--- src/rtl/bitonic_pkg.sv ---
// bitonic_pkg: shared types and constants for the bitonic sorter front end.
package bitonic_pkg;
  typedef enum logic {FILL, FULL} state_e;
  localparam int DATALENGTH_DEF = 32;
  localparam int CNT_W = $clog2(DATALENGTH_DEF);
endpackage

--- src/rtl/bitonic_valid_pipe.sv ---
// bitonic_valid_pipe: WIDTH x DEPTH delay line with async active-low reset.
module bitonic_valid_pipe #(
  parameter int WIDTH = 2,
  parameter int DEPTH = 5
) (
  input  logic             clk,
  input  logic             rst_n,
  input  logic [WIDTH-1:0] d,
  output logic [WIDTH-1:0] q
);
  logic [WIDTH-1:0] pipe [DEPTH];
  always_ff @(posedge clk or negedge rst_n)
    if (!rst_n)
      for (int i = 0; i < DEPTH; i++) pipe[i] <= '0;
    else begin
      pipe[0] <= d;
      for (int i = 1; i < DEPTH; i++) pipe[i] <= pipe[i-1];
    end
  assign q = pipe[DEPTH-1];
endmodule

--- src/rtl/bitonic_feeder.sv ---
// bitonic_feeder: packs a scalar stream into padded vectors for a bitonic sorter.
// Define BITONIC_FEEDER_STATS_EN to add vec_cnt_o / pad_cnt_o statistics ports.
module bitonic_feeder
  import bitonic_pkg::*;
#(
  parameter int                  DATAWIDTH    = 8,
  parameter int                  DATALENGTH   = 32,
  parameter int                  SORT_LATENCY = 5,
  parameter logic [DATAWIDTH-1:0] PAD_VALUE   = '0
) (
  input  logic                 clk_i,
  input  logic                 rstn_i,
  input  logic                 s_valid_i,
  output logic                 s_ready_o,
  input  logic [DATAWIDTH-1:0] s_data_i,
  input  logic                 s_last_i,
  input  logic                 sign_ctrl_i,
  output logic                 m_valid_o,
  input  logic                 m_ready_i,
  output logic [DATAWIDTH-1:0] x_o [DATALENGTH],
  output logic                 sign_ctrl_o,
  output logic                 m_last_o,
`ifdef BITONIC_FEEDER_STATS_EN
  output logic [31:0]          vec_cnt_o,
  output logic [31:0]          pad_cnt_o,
`endif
  output logic                 sorted_valid_o,
  output logic                 sorted_last_o
);
  localparam int CW = $clog2(DATALENGTH);
  logic [DATAWIDTH-1:0] acc [DATALENGTH];
  logic [DATAWIDTH-1:0] acc_d [DATALENGTH];
  logic acc_sign, acc_sign_d, acc_last;
  logic [CW-1:0] cnt;
  state_e state, state_d;
  logic accept, done, drain, out_free, load_direct, load_held;
  assign s_ready_o   = state == FILL;
  assign accept      = s_valid_i & s_ready_o;
  assign done        = accept & (cnt == CW'(DATALENGTH-1) | s_last_i);
  assign drain       = m_valid_o & m_ready_i;
  assign out_free    = !m_valid_o | m_ready_i;
  assign load_direct = done & out_free;
  assign load_held   = state == FULL & m_ready_i;
  always_comb begin
    state_d = state == FILL ? ((done & !out_free) ? FULL : FILL) : (m_ready_i ? FILL : FULL);
  end
  // Next accumulator image; on completion lanes beyond the current one become padding
  always_comb begin
    for (int i = 0; i < DATALENGTH; i++)
      acc_d[i] = (accept & CW'(i) == cnt) ? s_data_i :
                 (done & CW'(i) > cnt) ? PAD_VALUE : acc[i];
    acc_sign_d = (accept & cnt == '0) ? sign_ctrl_i : acc_sign;
  end
  always_ff @(posedge clk_i or negedge rstn_i)
    if (!rstn_i) begin
      state    <= FILL;
      cnt      <= '0;
      acc_sign <= 1'b0;
      acc_last <= 1'b0;
      for (int i = 0; i < DATALENGTH; i++) acc[i] <= PAD_VALUE;
    end else begin
      state <= state_d;
      if (accept) begin
        acc      <= acc_d;
        acc_sign <= acc_sign_d;
        acc_last <= s_last_i;
        cnt      <= done ? '0 : cnt + 1'b1;
      end
    end
  always_ff @(posedge clk_i or negedge rstn_i)
    if (!rstn_i) begin
      m_valid_o   <= 1'b0;
      m_last_o    <= 1'b0;
      sign_ctrl_o <= 1'b0;
      for (int i = 0; i < DATALENGTH; i++) x_o[i] <= PAD_VALUE;
    end else if (load_direct) begin
      m_valid_o   <= 1'b1;
      m_last_o    <= s_last_i;
      sign_ctrl_o <= acc_sign_d;
      x_o         <= acc_d;
    end else if (load_held) begin
      m_valid_o   <= 1'b1;
      m_last_o    <= acc_last;
      sign_ctrl_o <= acc_sign;
      x_o         <= acc;
    end else if (drain)
      m_valid_o <= 1'b0;
  bitonic_valid_pipe #(.WIDTH(2), .DEPTH(SORT_LATENCY)) u_track (
    .clk   (clk_i),
    .rst_n (rstn_i),
    .d     ({drain, m_last_o & drain}),
    .q     ({sorted_valid_o, sorted_last_o})
  );
`ifdef BITONIC_FEEDER_STATS_EN
  logic [32:0] pad_sum;
  assign pad_sum = {1'b0, pad_cnt_o} + 33'(DATALENGTH - 1) - 33'(cnt);
  always_ff @(posedge clk_i or negedge rstn_i)
    if (!rstn_i) begin
      vec_cnt_o <= '0;
      pad_cnt_o <= '0;
    end else begin
      if (drain) vec_cnt_o <= vec_cnt_o + 1'b1;
      if (done) pad_cnt_o <= pad_sum[32] ? '1 : pad_sum[31:0];
    end
`endif
endmodule
--- config.mk ---
export PLATFORM = sky130hd
export DESIGN_NAME = bitonic_feeder
export DESIGN_NICKNAME = d
export VERILOG_FILES = /design/src/rtl/bitonic_pkg.sv /design/src/rtl/bitonic_valid_pipe.sv /design/src/rtl/bitonic_feeder.sv
export SDC_FILE = /design/constraint.sdc
export NUM_CORES = 1
export LEC_CHECK = 0
export CAP_MARGIN = 40
export CORE_ASPECT_RATIO = 1.25
export CORE_MARGIN = 4
export CORE_UTILIZATION = 51
export DETAILED_ROUTE_END_ITERATION = 8
export PLACE_DENSITY_LB_ADDON = 0.25
export RECOVER_POWER = 50
export SLEW_MARGIN = 20
export SYNTH_ARGS = -nofsm -noshare
export SYNTH_HDL_FRONTEND = slang
export SYNTH_SLANG_ARGS = --single-unit
--- constraint.sdc ---
create_clock -name clk_i -period 2.66 [get_ports clk_i]
set_input_delay 0.399 -clock clk_i [delete_from_list [all_inputs] [get_ports clk_i]]
set_output_delay 0.399 -clock clk_i [all_outputs]
set_load 0.01 [all_outputs]
* Word level (Yosys, flattened, before mapping)
Cells that the tools add are included.
Word-level totals: register bits after elaboration 533, input bits 14, output and inout bits 262
Cells by class: add/subtract/negate cells 1, $lt $le $gt $ge 32, equal/unequal tests 32, multiplexer cells 78, bitwise operators 74, reductions and logical operators 5
Operators with widths (number):
- $mux W256 | 2
- $mux W8 | 64
- $eq A5 B5 Y1 const A | 16
- $gt A5 B5 Y1 const A | 16
- $and A1 B1 Y1 | 71
- $eq A4 B5 Y1 const A | 8
- $gt A4 B5 Y1 const A | 8
- $eq A3 B5 Y1 const A | 4
- $gt A3 B5 Y1 const A | 4
- $mux W1 | 11
- $eq A2 B5 Y1 const A | 2
- $gt A1 B5 Y1 const A | 2
- $gt A2 B5 Y1 const A | 2
- $add A5 B1 Y5 const B | 1
- $eq A1 B5 Y1 const A | 1
- $eq A5 B5 Y1 const B | 1
- $logic_not A5 Y1 | 1
- $mux W5 | 1
- $reduce_bool A3 Y1 | 1
- $logic_not A1 Y1 | 2
- $or A1 B1 Y1 | 2
- $reduce_bool A2 Y1 | 1
- $not A1 Y1 | 1

* Logic depth before layout (Yosys ltp)
depth after elaboration 7, depth in mapped cells 13, mapped depth without buffers 7

* Cells and area by module
From an unflattened synthesis, not the netlist that was laid out.
Unflattened totals: cell total of the unflattened synthesis 2075, area total of the unflattened synthesis 23448.7 um^2
Modules (own cells, without submodules):
- bitonic_feeder | instances 1, cells each 2063, area each 23183.5 um^2, seq. area each 13087.6 um^2
- bitonic_valid_pipe | instances 1, cells each 12, area each 265.3 um^2, seq. area each 250.2 um^2

* Worst setup path before layout
OpenSTA, ideal clock, no wires.
kind register to register, from register cnt[2], to register x_o[171] (netlist name), library setup time 0.143 ns, arrival 2.598 ns, path slack -0.081 ns, cell stages (with the launch flop) 13, period minus slack after synthesis 2.741 ns, cell sequence dfrtp_1 > buf_4 > buf_4 > buf_4 > and3_1 > ha_1 > or2_2 > clkbuf_1 > nand3_1 > buf_2 > buf_2 > buf_1 > a22oi_1
On the way: word-level cells in the longest chain between the ends 7, elaborated cells between the ends (all ways) 12
Ends and longest elaborated chain:
- start, declared | RTL line bitonic_feeder.sv:34 | logic [CW-1:0] cnt;
- start signal, assigned | RTL line bitonic_feeder.sv:67 | cnt <= done ? '0 : cnt + 1'b1;
- $eq A5 B5 Y1 | RTL line bitonic_feeder.sv:39 | assign done = accept & (cnt == CW'(DATALENGTH-1) | s_last_i);
- $or A1 B1 Y1 | RTL line bitonic_feeder.sv:39
- $and A1 B1 Y1 | RTL line bitonic_feeder.sv:39
- $and A1 B1 Y1 | RTL line bitonic_feeder.sv:51 | (done & CW'(i) > cnt) ? PAD_VALUE : acc[i];
- $mux W8 | RTL line bitonic_feeder.sv:51
- $mux W8 | RTL line bitonic_feeder.sv:50 | acc_d[i] = (accept & CW'(i) == cnt) ? s_data_i :
- $mux W256 | RTL line bitonic_feeder.sv:76 | end else if (load_direct) begin
- end signal, assigned | RTL line bitonic_feeder.sv:80 | x_o <= acc_d;
- end signal, assigned | RTL line bitonic_feeder.sv:85 | x_o <= acc;
- end, declared | RTL line bitonic_feeder.sv:20 | output logic [DATAWIDTH-1:0] x_o [DATALENGTH],
Parallel ways exist; a longest one is shown, timed or not. A chain may end at the register's enable or synchronous reset.

* Worst setup path after layout
from register cnt[3], to register x_o[255] (netlist name)
The elaborated chain is that of the path after synthesis.

==> out/summary.md <==
In the synthesized netlist the dominant register cell turns out to be sky130_fd_sc_hd__dfrtp_1. The run gives 0 as the remaining global-route overflow. In this run the number of H-tree levels came out at 2. In this run the worst hold path is classified as reg2reg. The clock passes through at most 3 buffers. The initial antenna violation count was 1. The logs give 71 for the maximum number of pins on one net before global-route repair and 0 for the number of warnings printed during yosys synthesis. The tools report the count of max-cap constraint violations as 1.

The detail route stage leaves a number of antenna-violating nets equal to 0. Ratio of final minimum period to clock period: 94.3%. The critical path in this run is classified as reg2reg.

The number of register bits inferred by synthesis works out to 533. Setup violations remaining at the end of the flow were counted as 0. The total CTS buffers was 50; the number of different library cells in the post-synthesis netlist was 81. Measured along the x axis, the die boundary spans 199 um. Based on the critical path, the design can be clocked at up to 398 MHz. OpenSTA, run right after detailed placement, puts the worst setup slack at -0.0613 ns. Number of iterations in the first detailed-routing pass: 9. From synthesis to final layout, the design area changed by 27.0%. The per-cell routed wire length was 26.5 um; the number of flops mapped to enable cells by yosys was 0.

TritonCTS built the clock tree. Between clock sinks in the finished design, the worst skew comes to 0.0195 ns. The checks that failed: design-rule violations, max-capacitance violations, max-slew violations. Routed via count divided by cell count: 6.56. The height of the die came out at 247 um. Setup repair after global routing left no endpoint under its margin.

In the post-route analysis, the smallest setup slack over all paths is 0.151 ns. Post-CTS timing repair inserted 0 buffers for setup. Share of post-route cells with drive strength above 1: 14.1%. After detailed routing, the total wire length is 79,600 um. For the number of clock sinks, the log shows 533. The placed cell area came out at 27,900 um2. In this run the standard cell core region covers 45,200 um2. The via count of the first global-routing pass came out at 19,700.

Summed over all instances, the cell type with the most area after synthesis is sky130_fd_sc_hd__dfrtp_1. In the synthesized netlist, the number of instances is 2,040. The wire-length estimate of the detail-placed layout is 53,500 um. At the end of the flow, the number of nets in the layout was 2,398. Global routing used 31.8% of the available tracks across all layers.

The floorplan has 87 rows. The tools report the top-level port count as 276. Summed over all cells, the static leakage comes to 14.3 nW. The clock transition at the registers of the reported paths is 0.07 ns, and the maximum vdd drop is 0.000510 V.

The run gives 2,058 as the post-synth net total. The average size of a mapped cell was 11.4 um2. The tools report the total power as 19.8 mW. Summing over every cut layer, the via total after detailed routing is 19,700.

STA classifies the critical path endpoint as a flip-flop. For this design the ratio of total power to cell area is 668 nW/um2. Data arrives at the worst endpoint at 2.92 ns. Data on the critical path is required at its endpoint by 3.07 ns. The flow ran to the end, but the final reports show violations.

At the later pin of the worst-skew pair, clock insertion delay measures 0.58 ns. Cells fill 65.6% of the core in the end. In the routed design, unresolved DRC markers number 2.

For the total non-filler cell area in the finished layout, the log shows 29,700 um2. The floorplan step defined a die boundary enclosing 49,300 um2. The weighted congestion reported at the end of routability-driven placement came out at 0.948. The logs give 0 for the hold violation count in the final report and 51.7% for the effective utilization at floorplan.

For the number of DRC markers in iteration 0, the log shows 1,928. Ranked by total cell area, the synthesized netlist is headed by sky130_fd_sc_hd__dfrtp_1, sky130_fd_sc_hd__a22o_1, sky130_fd_sc_hd__a22oi_1, sky130_fd_sc_hd__mux2i_1, sky130_fd_sc_hd__o21ai_0. For this run, asynchronously set or reset flops after synthesis account for 100%.

At the pin with the least slew margin, the transition time is 2.12 ns. The maximum fanout count along the critical path was 33. The share of Yosys cell area claimed by the top area cell type came out at 57.1%. The logs give 68 for the final count of pins violating max slew and 23,300 um2 for the post-synthesis instance area. Portion of the post-synthesis area used by sequential elements: 57.1%. The first global-routing pass estimated 120,000 um of wire. The number of port buffers is 275. STA classifies the critical path startpoint as a flip-flop. Measured against its own limit, the worst slew margin works out to -41.5%. The tools report the CTS root buffer as sky130_fd_sc_hd__clkbuf_16. The clock period minus final worst setup slack works out to 2.51 ns.
## cell usage after synthesis (10+ instances only)
library cell	instances
sky130_fd_sc_hd__inv_1	90
sky130_fd_sc_hd__and3_1	51
sky130_fd_sc_hd__o21ai_0	138
sky130_fd_sc_hd__nor2_1	99
sky130_fd_sc_hd__o211ai_1	12
sky130_fd_sc_hd__buf_2	67
sky130_fd_sc_hd__o22ai_1	28
sky130_fd_sc_hd__nand2b_1	10
sky130_fd_sc_hd__nand4_1	21
sky130_fd_sc_hd__dfrtp_1	533
sky130_fd_sc_hd__a221o_1	61
sky130_fd_sc_hd__a22oi_1	102
sky130_fd_sc_hd__a21o_1	40
sky130_fd_sc_hd__a22o_1	192
sky130_fd_sc_hd__nor3_1	14
sky130_fd_sc_hd__buf_4	10
sky130_fd_sc_hd__o31a_1	10
sky130_fd_sc_hd__a21oi_1	38
sky130_fd_sc_hd__mux2i_1	74
sky130_fd_sc_hd__a32oi_1	11
sky130_fd_sc_hd__nand2_1	111
sky130_fd_sc_hd__nand3_1	36
sky130_fd_sc_hd__o2111ai_1	21
sky130_fd_sc_hd__a2bb2oi_1	27
sky130_fd_sc_hd__clkbuf_1	83
## worst paths after layout
kind	to	cells after the start	startpoint	slack, ns
worst max-delay path	x_o[255]$_DFFE_PN0P_	6	cnt[3]$_DFFE_PN0P_	0.15
worst min-delay path	u_track.pipe[7]$_DFF_PN0_	0	u_track.pipe[9]$_DFF_PN0_	0.35
worst max register to register	x_o[255]$_DFFE_PN0P_	6	cnt[3]$_DFFE_PN0P_	0.15
worst min register to register	u_track.pipe[7]$_DFF_PN0_	0	u_track.pipe[9]$_DFF_PN0_	0.35
max in group asynchronous	acc[179]$_DFFE_PN0P_	3	rstn_i	0.28
min in group asynchronous	x_o[148]$_DFFE_PN0P_	2	rstn_i	0.99
## per-stage QoR
step	TNS, ns	hold slack (ns)	std cells
after floorplan	0	0.103	2040
after global placement	-0.0102	0.334	2903
after global routing	0	0.353	2999
after detailed placement	-0.370	0.335	2905
final	0	0.350	2999
after CTS	0	0.350	2998
## worst max-delay path, stage by stage, from the launching register on
cell	delay (ns)
sky130_fd_sc_hd__dfrtp_1	0.41
sky130_fd_sc_hd__buf_4	0.27
sky130_fd_sc_hd__nor2_1	0.34
sky130_fd_sc_hd__buf_4	0.26
sky130_fd_sc_hd__nand4_1	0.26
sky130_fd_sc_hd__o21bai_1	0.53
sky130_fd_sc_hd__o21ai_0	0.26
## per-layer routing
layer  wire (um)  share of wire, %  global-route usage (%)  vias up
li1            -                 -                       -     8365
met3        6520               8.2                    5.08      236
met2       38100                48                    50.4     1096
met1       30800                39                    43.3     9978
met5           0                 0                       0        -
met4        4140               5.2                    14.8        0
## state kept, by name (all words and copies together) (netlist names)
name          cells
acc_last          1
u_track.q         2
cnt               5
acc             256
acc_sign          1
u_track.pipe      8
sign_ctrl_o       1
m_last_o          1
m_valid_o         1
x_o             256
state             1
## power by group
| part | leakage, nW | internal (mW) | switching, mW |
|---|---|---|---|
| Combinational | 6.10 | 1.36 | 1.82 |
| Clock | 0.867 | 4.47 | 3.11 |
| Sequential | 7.30 | 8.62 | 0.433 |
## layout by cell type (no fill, tap or decap), types with 40 or more instances in the layout
cell / count
sky130_fd_sc_hd__a21o_1: 40
sky130_fd_sc_hd__a221o_1: 61
sky130_fd_sc_hd__a22o_1: 192
sky130_fd_sc_hd__a22oi_1: 102
sky130_fd_sc_hd__and3_1: 51
sky130_fd_sc_hd__buf_4: 143
sky130_fd_sc_hd__clkbuf_16: 51
sky130_fd_sc_hd__clkdlybuf4s50_1: 153
sky130_fd_sc_hd__dfrtp_1: 533
sky130_fd_sc_hd__dlygate4sd3_1: 122
sky130_fd_sc_hd__inv_1: 90
sky130_fd_sc_hd__mux2i_1: 74
sky130_fd_sc_hd__nand2_1: 110
sky130_fd_sc_hd__nor2_1: 96
sky130_fd_sc_hd__o21ai_0: 138
## cell type report
type                    instances  area [um2]
inverters                      93         349
well taps                     578         723
diodes                          1        2.50
flip-flops and latches        533       13300
clock buffers                  76        1540
repair buffers                463        4570
multi-input cells            1239        8920
clock inverters                16         214
fillers                      3409       15500
## repair_timing
item,in CTS,in global routing
setup endpoints to repair,0,60
resized for setup,0,9
endpoints found under the hold margin,54,0
hold buffers,1,0
## cells by family after synthesis
logic type	count (synthesis)	synth area share, %
compound gates	745	24.7
fa+ha+maj	4	0.214
buf+inv	268	5.03
flops	533	57.1
mux	76	3.27
simple gates	414	9.64
Note: power is estimated with default switching activity, not from simulation.
